### src/rtl/burst_sweep_ctrl.sv
// ============================================================================
// burst_sweep_ctrl
// ----------------------------------------------------------------------------
// Self-test sequencer for a (41,32) burst-3 encoder/decoder pair. It latches
// one message, then walks an XOR error mask across every burst start position
// and every B-bit burst pattern. Each vector is held for SETTLE cycles and
// then compared for one cycle against the decoder output. The block counts
// failing vectors and records the first one.
//
// Ports
//   clk              rising-edge clock
//   rst              synchronous reset, active-high
//   start            begin a sweep (honoured in IDLE/DONE only)
//   abort            stop the sweep and return to IDLE without done
//   msg_in   [K]     message to test, latched in LOAD
//   msg_out  [K]     latched message, drives the encoder input
//   err_mask [0:N-1] XOR mask applied to the codeword; bit 0 is the MSB
//   dec_msg_in [K]   decoder output
//   busy             high in LOAD/APPLY/CHECK
//   done             high in DONE
//   pass             done with zero failures
//   fail_count [CW]  failing vectors in the current/last sweep (saturating)
//   first_fail_valid at least one vector has failed
//   first_fail_pos   burst start position of the first failing vector
//   first_fail_pat   burst pattern of the first failing vector
// ============================================================================
module burst_sweep_ctrl #(
    parameter int N      = 41,
    parameter int K      = 32,
    parameter int B      = 3,
    parameter int SETTLE = 2,
    parameter int CW     = 10
) (
    input  logic          clk,
    input  logic          rst,
    input  logic          start,
    input  logic          abort,
    input  logic [K-1:0]  msg_in,
    output logic [K-1:0]  msg_out,
    output logic [0:N-1]  err_mask,
    input  logic [K-1:0]  dec_msg_in,
    output logic          busy,
    output logic          done,
    output logic          pass,
    output logic [CW-1:0] fail_count,
    output logic          first_fail_valid,
    output logic [5:0]    first_fail_pos,
    output logic [B-1:0]  first_fail_pat
);

    localparam int LAST_POS = N - B;
    localparam int SW       = (SETTLE > 1) ? $clog2(SETTLE) : 1;

    typedef enum logic [2:0] {
        S_IDLE,
        S_LOAD,
        S_APPLY,
        S_CHECK,
        S_DONE
    } state_t;

    state_t        state;
    state_t        state_nx;
    logic [5:0]    pos;
    logic [B-1:0]  pat;
    logic [SW-1:0] settle_cnt;
    logic          last_vec;
    logic          mismatch;
    logic [0:N-1]  burst;

    assign last_vec = (pos == 6'(LAST_POS)) && (&pat);
    assign mismatch = (dec_msg_in != msg_out);

    // ------------------------------------------------------------------
    // State register
    // ------------------------------------------------------------------
    // NOTE: sequential state uses non-blocking assignments so every flop
    // samples the pre-edge value of every other flop.
    always_ff @(posedge clk) begin
        if (rst) state <= S_IDLE;
        else     state <= state_nx;
    end

    // ------------------------------------------------------------------
    // Next-state logic; abort dominates start and every sweep transition
    // ------------------------------------------------------------------
    // NOTE: the default assignment up front keeps this block free of latches.
    always_comb begin
        state_nx = state;
        case (state)
            S_IDLE, S_DONE: begin
                if (abort)      state_nx = S_IDLE;
                else if (start) state_nx = S_LOAD;
            end
            S_LOAD:  state_nx = abort ? S_IDLE : S_APPLY;
            S_APPLY: begin
                if (abort)                 state_nx = S_IDLE;
                else if (settle_cnt == '0) state_nx = S_CHECK;
            end
            S_CHECK: begin
                if (abort)         state_nx = S_IDLE;
                else if (last_vec) state_nx = S_DONE;
                else               state_nx = S_APPLY;
            end
            default: state_nx = S_IDLE;
        endcase
    end

    // ------------------------------------------------------------------
    // Sweep datapath: message latch, vector counters, result capture
    // ------------------------------------------------------------------
    always_ff @(posedge clk) begin
        if (rst) begin
            msg_out          <= '0;
            pos              <= '0;
            pat              <= '0;
            settle_cnt       <= '0;
            fail_count       <= '0;
            first_fail_valid <= 1'b0;
            first_fail_pos   <= '0;
            first_fail_pat   <= '0;
        end else begin
            case (state)
                S_IDLE, S_DONE: begin
                    if (start && !abort) begin
                        fail_count       <= '0;
                        first_fail_valid <= 1'b0;
                        first_fail_pos   <= '0;
                        first_fail_pat   <= '0;
                    end
                end
                S_LOAD: begin
                    msg_out    <= msg_in;
                    pos        <= '0;
                    pat        <= '0;
                    settle_cnt <= SW'(SETTLE - 1);
                end
                S_APPLY: begin
                    if (settle_cnt != '0) settle_cnt <= settle_cnt - 1'b1;
                end
                S_CHECK: begin
                    // An abort in the compare cycle discards that compare.
                    if (!abort) begin
                        if (mismatch) begin
                            if (fail_count != '1) fail_count <= fail_count + 1'b1;
                            if (!first_fail_valid) begin
                                first_fail_valid <= 1'b1;
                                first_fail_pos   <= pos;
                                first_fail_pat   <= pat;
                            end
                        end
                        if (!last_vec) begin
                            settle_cnt <= SW'(SETTLE - 1);
                            pat        <= pat + 1'b1;
                            if (&pat) pos <= pos + 1'b1;
                        end
                    end
                end
                default: ;
            endcase
        end
    end

    // ------------------------------------------------------------------
    // Outputs: the burst is left-aligned at bit 0 (pattern MSB first) and
    // shifted towards higher indices by pos.
    // ------------------------------------------------------------------
    always_comb begin
        burst    = {pat, {(N-B){1'b0}}};
        busy     = (state == S_LOAD) || (state == S_APPLY) || (state == S_CHECK);
        done     = (state == S_DONE);
        pass     = done && (fail_count == '0);
        err_mask = '0;
        if ((state == S_APPLY) || (state == S_CHECK)) err_mask = burst >> pos;
    end

endmodule

### config.mk
export PLATFORM = sky130hd
export DESIGN_NAME = burst_sweep_ctrl
export DESIGN_NICKNAME = d
export VERILOG_FILES = /design/src/rtl/burst_sweep_ctrl.sv
export SDC_FILE = /design/constraint.sdc
export NUM_CORES = 1
export LEC_CHECK = 0
export BUFFER_PORTS_ARGS = -buffer_cell sky130_fd_sc_hd__buf_2
export CORE_ASPECT_RATIO = 0.7
export CORE_MARGIN = 4
export CORE_UTILIZATION = 43
export CTS_BUF_LIST = sky130_fd_sc_hd__clkbuf_8 sky130_fd_sc_hd__clkbuf_16
export DETAILED_ROUTE_END_ITERATION = 8
export GPL_ROUTABILITY_DRIVEN = 0
export PLACE_DENSITY = 0.77
export SLEW_MARGIN = 10
export SYNTH_ARGS = -nofsm -noshare
export SYNTH_HDL_FRONTEND = slang
export SYNTH_SLANG_ARGS = --single-unit
### constraint.sdc
create_clock -name clk -period 2.1 [get_ports clk]
set_input_delay 0.42 -clock clk [delete_from_list [all_inputs] [get_ports clk]]
set_output_delay 0.42 -clock clk [all_outputs]
set_load 0.02 [all_outputs]
---- Word-level counts from Yosys, hierarchy flattened ----
Cells that the tools add are included.
Widths: inputs -> output; s select.
operators by class
  shifts and indexed selects .............. 1
  reductions and logical operators ........ 21
  equal/unequal tests ..................... 16
  add/sub/neg operators ................... 4
  muxes and demuxes ....................... 39
operators with widths
  cell                   number
  $mux 6                 7
  $mux 41                1
  $shr 41x6->41          1
  $mux 10                4
  $mux 3                 12
  $ne 32x32->1           1
  $pmux 6 s2             2
  $pmux 10 s2            1
  $ne 2x2->1 const B     7
  $pmux 3 s2             2
  $pmux 3 s4             1
  $add 10x1->10 const B  1
  $logic_not 10->1       1
  $ne 10x10->1 const B   1
  $reduce_and 5->1       2
  $reduce_and 3->1       3
  $reduce_and 4->1       2
  $add 6x1->6 const B    1
  $eq 3x2->1 const B     2
  $eq 6x6->1 const B     1
  $mux 1                 6
  $ne 3x3->1 const B     2
  $reduce_bool 2->1      2
  $add 3x1->3 const B    1
  13 further kinds       17
storage, ports and cells
  output and inout bits ................... 96
  input bits .............................. 68
  register bits ........................... 65

---- Longest topological paths before layout ----
Gate-level depths: netlist of the first run.
  word-level depth ........................ 5
  gate-level depth with buffers ........... 9

---- Worst setup path after synthesis of the first run ----
OpenSTA, ideal clock, no wires.
  path type ............................... register to register
  start ................................... reg pos[0]
  end ..................................... reg pos[5]
  setup slack ............................. -46 ps
  library setup time ...................... 132 ps
  clock period less this slack ............ 2146 ps
  arrival time ............................ 2014 ps
  cell stages (with the launch flop) ...... 10
  cell sequence ........................... dfxtp_1 > clkbuf_1 > clkinv_1 > ha_1 > and4_1 > a21oi_2 > o22ai_1 > nor3_1 > xnor2_1 > nor3_1
on the way
  cells in the longest elaborated chain, start to end .. 5
  elaborated cells on any way between the ends .. 9
  those cells by class .................... add/sub (1); eq/ne (2); mux (4); reduce/logical (2)
ends and longest elaborated chain
  item                      line  source
  start: declaration        64    logic [5:0] pos;
  start signal: assignment  155   if (&pat) pos <= pos + 1'b1;
  $add 6x1->6               155
  $mux 6                    155
  $mux 6                    152   if (!last_vec) begin
  $mux 6                    143   if (!abort) begin
  $pmux 6 s2                123   case (state)
Parallel ways exist; a longest one is shown, timed or not. The select of a mux whose other input is x is not followed.
A chain may end at the register's enable or synchronous reset.

---- Worst setup path after layout of the first run ----
  start ................................... reg pat[1]
  end ..................................... out err_mask[17] in the netlist's numbering
on the way
  cells in the longest elaborated chain, start to end .. 2
ends and longest elaborated chain
  item                      line  source
  start: declaration        65    logic [B-1:0] pat;
  start signal: assignment  154   pat <= pat + 1'b1;
  $shr 41x6->41             174   if ((state == S_APPLY) || (state == S_CHECK)) err_mask = burst >> pos;
  $mux 41                   174
  end: declaration          40    output logic [0:N-1] err_mask,
Every way passes these cells.

==> summary.md, run 1 <==
| Metric | Value |
|---|---|
| Final setup viols | `4` |
| Pre-CTS setup slack | `-0.1331 ns` |
| Largest net degree at the start of global routing | `39` |
| Part of the total power dissipated in the clock network | `0.479` |
| RSZ-0062 raised after global routing | `yes` |
| Fin cells | `797` |
| Netlist cell types | `46` |
| Leak Pwr | `2.379 nW` |
| Port Buffers | `163` |
| Wire per inst | `17.70 um` |
| Ant diodes | `0` |
| Maximum clock rate | `0.4608 GHz` |
| Crit Path Category | `reg -> out` |
| Worst Setup Slack, final | `-0.06995 ns` |
| Hold Path Depth | `3` |
| R2r setup slk | `0.01 ns` |
| Remaining DRCs | `0` |
| Post-Synth Simple-Gate Area | `0.3282` |
| Global-route wire length before repair | `20930 um` |
| Most used DFF post-synth | `dfxtp_1` |
| Switching power | `0.7598 mW` |
| Net Count, Synth | `582` |
| Seq pwr share | `0.411` |
| Final instance area | `5441 um2` |
| Synth top area share | `0.3548` |
| Main combinational cell family by area after synthesis | `simple AND/OR/NAND/NOR gates` |
| Area contributors post-synth | `dfxtp_1 (35%), nand2_1 (10%), xor2_1 (8.1%)` |
| Io pins | `164` |
| Antenna violations before repair | `0` |
| Critical Path Source | `pat[1]` |
| Critical path peak fanout | `3` |
| Min Tclk post-route | `2.170 ns` |
| RR Startpoint | `pos[1]` |
| Synth Area in Compound Gates | `0.1624` |
| Logic pwr share | `0.110` |
| Max IR drop VDD | `0.4104 mV` |
| Worst slew pin tran | `0.4439 ns` |
| Number of synthesized register bits | `65` |
| CP endpoint kind | `output pin` |
| Clock Skew | `0.002722 ns` |
| Sequential fraction of the synthesis area | `0.3548` |
| Final HPWL from detailed placement | `10030 um` |
| Post-route ant nets | `0` |
| Leading area contributor after synthesis | `dfxtp_1` |
| Chip width | `118.4 um` |
| Post-DP Area | `4686 um2` |
| Adder-Cell Fraction of Synth Area | `0.02047` |
| FF-to-FF End | `pos[4]` |
| Worst-path clk slew | `0.05 ns` |
| Failing checks | `negative setup slack` |
| Pre-antenna DRT Iters | `6` |
| Core area | `8074 um2` |
| Worst Hold Path EP | `msg_out[17]` |
| Post-synthesis cell area | `3667 um2` |
| Area Growth Syn to Fin | `48.38%` |
| Starting Density | `0.4542` |
| CTS tree | `yes` |
| Register area | `1334 um2` |
| Top-count cell post-synth | `nand2_1` |
| Sw Ratio | `0.2446` |
| Tcrit/Tclk final | `1.033` |
| Layout Nets | `766` |
| Setup_tns | `-0.1331 ns` |
| Area of the multi-input gates | `2462 um2` |
| Final-report hold violation count | `0` |
| TritonCTS buffer count | `9` |
| Final wirelength | `14110 um` |
| Top cells by count, synth | `nand2_1 (102), dfxtp_1 (65), nor2_1 (59)` |
| Worst-skew pair later-pin latency | `0.33 ns` |
| Clk buf depth | `2` |
| Worst hold start | `msg_in[17]` |
| Crit start category | `flop` |
| Iteration-0 DRC Markers | `501` |
| Total placed cells including tap cells | `769` |
| Synthesized netlist cell count | `508` |
| R2R cell count | `9` |
| Filler cell count | `640` |
| Fin. max-slew vios | `0` |
| Asr flop ratio synth | `0` |
| Area share of xor/xnor cells in the synthesized design | `0.08598` |
| Vias/cell | `5.827` |
| Type of the most critical hold path | `in -> reg` |
| Hold slack final | `0.3299 ns` |
| Power Density | `571.0 nW/um2` |
| Internal Dissipation | `2.347 mW` |
| Clk root buf | `clkbuf_16` |
| Final Util | `0.6740` |
| DR vias | `4644` |
| Layout cells sized above 1 | `0.4052` |
| Overflow left after global routing | `0` |
| Status | `complete, but fails checks` |
| Std cell rows | `27` |
| Ys Warns | `0` |
| Number of flops mapped to enable cells by yosys | `0` |
| Mapped Avg Cell Area | `7.219 um2` |
| PnR Total Power | `3.107 mW` |
| WP data arrival | `1.75 ns` |
| Crit path required time | `1.68 ns` |
| Tot GR Track Use | `0.2519` |
| # Max-Cap Violations | `0` |
| Die area | `10090 um2` |
| Relative slew slack | `0.7013` |
| Vias in the first global route | `4232` |
| H-tree Lvls | `3` |
| Die height | `85.27 um` |
| Mux contribution to synthesized area | `0` |
| # clock sinks | `65` |
## worst max-delay path: stages, from the launching register on
cell,delay [ns]
dfxtp_4,0.37
inv_6,0.04
nor2_4,0.14
a21oi_2,0.06
nor3_2,0.26
a31oi_1,0.13
nor3_1,0.21
buf_2,0.20
## repair_timing
action | in CTS | in global routing
pin swaps | 1 | 22
hold buffers | 0 | 0
buffers inserted | 1 | 12
resized for setup | 24 | 77
setup endpoints to repair | 41 | 57
## final cells by class
cell class	count	area share
inverters	13	0.01104
repair buffers	203	0.2136
well taps	101	0.02322
clock inverters	4	0.008048
multi-input cells	400	0.4525
clock buffers	11	0.04645
flip-flops and latches	65	0.2451
## worst max-delay path by stage
stage	end	slack (ns)
6_report	err_mask[17]	-0.07
5_1_grt	err_mask[17]	-0.20
4_1_cts	fail_count[7]	0.001
3_5_place_dp	fail_count[0]	-0.13
3_3_place_gp	fail_count[6]	-0.07
2_1_floorplan	pos[5]	0.02
## cell families after synthesis
logic type	Yosys count
fa+ha+maj	6
simple gates	257
buf+inv	43
flops	65
compound gates	101
xor+xnor	36
## power by group through the flow
stage	clock network [mW]	registers, mW	logic [mW]
2_1_floorplan	0	1.33	0.147
3_3_place_gp	0	1.31	0.312
3_5_place_dp	0	1.31	0.316
4_1_cts	1.51	1.28	0.320
5_1_grt	1.57	1.28	0.371
6_report	1.49	1.28	0.343
## state kept, by name, indices dropped and copies added (netlist names)
register / flops
fail_count: 10
pat: 3
state: 3
settle_cnt: 1
first_fail_pos: 6
msg_out: 32
first_fail_pat: 3
pos: 6
first_fail_valid: 1
## per-layer routing
layer | wire, um | GRT usage | vias up
li1 | - | - | 2139
met4 | 342 | 0.07992 | 0
met5 | 0 | 0 | -
met3 | 1639 | 0.1006 | 36
met2 | 6407 | 0.3764 | 285
met1 | 5718 | 0.3340 | 2184
## placed cells by master, fill, tap and decap left out, types with 4 or more instances in the layout
| cell | Yosys | layout |
|---|---|---|
| dfxtp_2 | 0 | 5 |
| xor2_1 | 34 | 26 |
| buf_6 | 0 | 5 |
| nor2_1 | 59 | 51 |
| ha_1 | 6 | 6 |
| inv_1 | 11 | 8 |
| nor3_2 | 0 | 4 |
| nand4_1 | 11 | 11 |
| a31oi_1 | 5 | 4 |
| a21oi_1 | 52 | 49 |
| nor3_1 | 20 | 16 |
| o21ai_0 | 18 | 15 |
| and4_1 | 5 | 5 |
| or4_1 | 4 | 4 |
| buf_2 | 3 | 152 |
| nor4_2 | 1 | 5 |
| o211ai_1 | 5 | 5 |
| nor2_2 | 0 | 5 |
| nand2_1 | 102 | 100 |
| nor4_1 | 17 | 13 |
| clkbuf_16 | 0 | 9 |
| o41ai_1 | 5 | 5 |
| xor2_2 | 0 | 7 |
| dfxtp_1 | 65 | 53 |
| dfxtp_4 | 0 | 7 |
| buf_4 | 3 | 46 |
| nand3_1 | 14 | 10 |
No activity file was read; power rests on OpenSTA's default activity.
==> inputs of run 2 (changes only) <==
- CORE_UTILIZATION: 43 -> 48
- PLACE_DENSITY: 0.77 -> 0.81
- clock period: 2.1 -> 2.48 ns (I/O delays scaled with it)
==> run 2 against run 1 <==
- the run now ends clean
- global-route usage increased by 2.1 points
- count of clock-buffer cells in the layout decreased by 2
- clock power decreased by 35%
- routed wire length decreased by 11%
- first-iteration DRC count decreased by 29%
- critical endpoint is now err_mask[21]
- worst hold slack improved by 0.051 ns
- largest cell class unchanged
- cell count decreased by 3.8%
- non-clock buffer count decreased by 28
- register-to-register slack improved by 0.30 ns
- power decreased by 26%
- worst setup slack improved by 0.16 ns
==> summary.md, run 2 (synthesis gave the netlist of run 1 again) <==
| Metric | Value |
|---|---|
| Status | `completed` |
| Core area | `7352 um2 (-8.9%)` |
| Port Buffers | `163 (unchanged)` |
| Io pins | `164 (unchanged)` |
| Max IR drop VDD | `0.2588 mV (-37%)` |
| Worst slew pin tran | `0.6386 ns (+0.1947 ns)` |
| Ant diodes | `0 (unchanged)` |
| Maximum clock rate | `0.4179 GHz` |
| Tot GR Track Use | `0.2729 (+0.02095)` |
| Final instance area | `4800 um2 (-12%)` |
| DR vias | `4436 (-4.5%)` |
| Final HPWL from detailed placement | `9603 um (-4.3%)` |
| Layout cells sized above 1 | `0.2975 (-0.1077)` |
| Die height | `81.13 um (-4.8%)` |
| Internal Dissipation | `1.713 mW (-27%)` |
| Setup_tns | `0 ns (+0.1331 ns)` |
| Switching power | `0.6002 mW (-21%)` |
| Worst-path clk slew | `0.07 ns (+0.02 ns)` |
| Layout Nets | `738 (-3.7%)` |
| Worst-skew pair later-pin latency | `0.34 ns (about the same)` |
| Worst Hold Path EP | `msg_out[8]` |
| Clock Skew | `0.008879 ns (+0.006157 ns)` |
| Largest net degree at the start of global routing | `35 (-10%)` |
| Vias in the first global route | `4118 (-2.7%)` |
| Final wirelength | `12570 um (-11%)` |
| # Max-Cap Violations | `0 (unchanged)` |
| Largest Register | `msg_out` |
| Wire per inst | `16.38 um (-7.4%)` |
| Tcrit/Tclk final | `0.9650` |
| Max reg flops | `32 (unchanged)` |
| R2R cell count | `6 (-3)` |
| Part of the total power dissipated in the clock network | `0.416 (-0.063)` |
| # clock sinks | `65 (unchanged)` |
| Final-report hold violation count | `0 (unchanged)` |
| Iteration-0 DRC Markers | `357 (-29%)` |
| CTS tree | `yes` |
| Hold Path Depth | `3 (unchanged)` |
| Chip width | `112.5 um (-5.0%)` |
| Filler cell count | `678 (+5.9%)` |
| Type of the most critical hold path | `in -> reg` |
| Vias/cell | `5.784 (-0.74%)` |
| Final setup viols | `0 (-4)` |
| Std cell rows | `26 (-3.7%)` |
| Min Tclk post-route | `2.393 ns` |
| Clk buf depth | `2 (unchanged)` |
| Fin. max-slew vios | `0 (unchanged)` |
| Power Density | `481.9 nW/um2 (-16%)` |
| Logic pwr share | `0.115 (+0.005)` |
| Starting Density | `0.4988 (+0.04460)` |
| Remaining DRCs | `0 (unchanged)` |
| Worst hold start | `msg_in[8]` |
| FF-to-FF End | `first_fail_pat[0]` |
| Die area | `9125 um2 (-9.6%)` |
| Sw Ratio | `0.2595 (+0.01496)` |
| Post-route ant nets | `0 (unchanged)` |
| CP endpoint kind | `output pin` |
| Pre-antenna DRT Iters | `5 (-1)` |
| Crit Path Category | `reg -> out` |
| Overflow left after global routing | `0 (unchanged)` |
| Crit start category | `flop` |
| Leak Pwr | `2.171 nW (-8.7%)` |
| Global-route wire length before repair | `20120 um (-3.9%)` |
| TritonCTS buffer count | `9 (unchanged)` |
| WP data arrival | `1.90 ns (+0.15 ns)` |
| RR Startpoint | `state[1]` |
| Antenna violations before repair | `0 (unchanged)` |
| Relative slew slack | `0.5743 (-0.1271)` |
| R2r setup slk | `0.31 ns (+0.30 ns)` |
| Clk root buf | `clkbuf_8` |
| Commonest non-fill, non-tap cell in the layout | `buf_2` |
| H-tree Lvls | `3 (unchanged)` |
| Post-DP Area | `4568 um2 (-2.5%)` |
| Largest registers | `msg_out: 32 flops, fail_count: 10 flops` |
| Area Growth Syn to Fin | `30.88%` |
| Crit path required time | `1.98 ns (+0.30 ns)` |
| Seq pwr share | `0.469 (+0.058)` |
| RSZ-0062 raised after global routing | `no` |
| Most frequent cells in the layout | `buf_2 (163), nand2_1 (102), dfxtp_1 (63)` |
| Critical path peak fanout | `10 (+7)` |
[run 2: critical path: stages, from the launching register on]
cell and delay (ns):
dfxtp_2 0.38, inv_1 0.19, nor3_1 0.08, a21oi_1 0.24
nor2_1 0.10, a31oi_2 0.31, nor2_1 0.09, buf_2 0.17
[run 2: metal layers]
layer | GRT usage | wire length, um | up-vias
li1 | - | - | 2081
met2 | 0.4150 | 5623 | 285
met4 | 0.09964 | 178 | 0
met5 | 0 | 0 | -
met1 | 0.3648 | 5299 | 2048
met3 | 0.08861 | 1464 | 22
[run 2: what timing repair did]
action,4_1_cts,5_1_grt
endpoints found under the setup margin,1,26
setup buffers,0,0
hold buffers,0,0
gates resized for setup,1,9
[run 2: worst max-delay path by stage]
stage,startpoint,to,slack (ns)
after global routing,pos[1],err_mask[21],0.008
final,pos[1],err_mask[21],0.09
after global placement,dec_msg_in[25],first_fail_valid,0.25
after detailed placement,dec_msg_in[8],first_fail_valid,0.18
after CTS,pos[0],err_mask[40],0.002
after floorplan,pos[0],pos[5],0.33
[run 2: final cells by class]
cell class,count,area (um2),share of cell area
clock buffer,9,123.9,0.02581
clock inverter,7,80.08,0.01668
inverter,13,48.80,0.01017
multi-input combinational,400,2215,0.4614
sequential,65,1304,0.2716
tap,98,122.6,0.02555
timing repair buffer,175,905.9,0.1887
[run 2: metrics by stage]
| step | instances | hold slack (ns) | util | worst slack [ns] | total power [mW] |
|---|---|---|---|---|---|
| after floorplan | 508 | 0.4918 | - | 0.3343 | 1.250 |
| after global placement | 751 | 0.4625 | 0.6213 | 0.2500 | 1.362 |
| after detailed placement | 751 | 0.4650 | 0.6213 | 0.1804 | 1.369 |
| after CTS | 767 | 0.3688 | 0.6494 | 0.001926 | 2.316 |
| after global routing | 767 | 0.3717 | 0.6528 | 0.007594 | 2.403 |
| final | 767 | 0.3809 | 0.6528 | 0.08684 | 2.313 |
[run 2: power by group through the flow]
stage               Combinational, mW  Sequential (mW)  Clock (mW)
floorplan                       0.124             1.13           0
global placement                0.254             1.11           0
detailed placement              0.260             1.11           0
CTS                             0.262             1.09       0.970
global route                    0.291             1.09        1.02
finish                          0.265             1.09       0.962
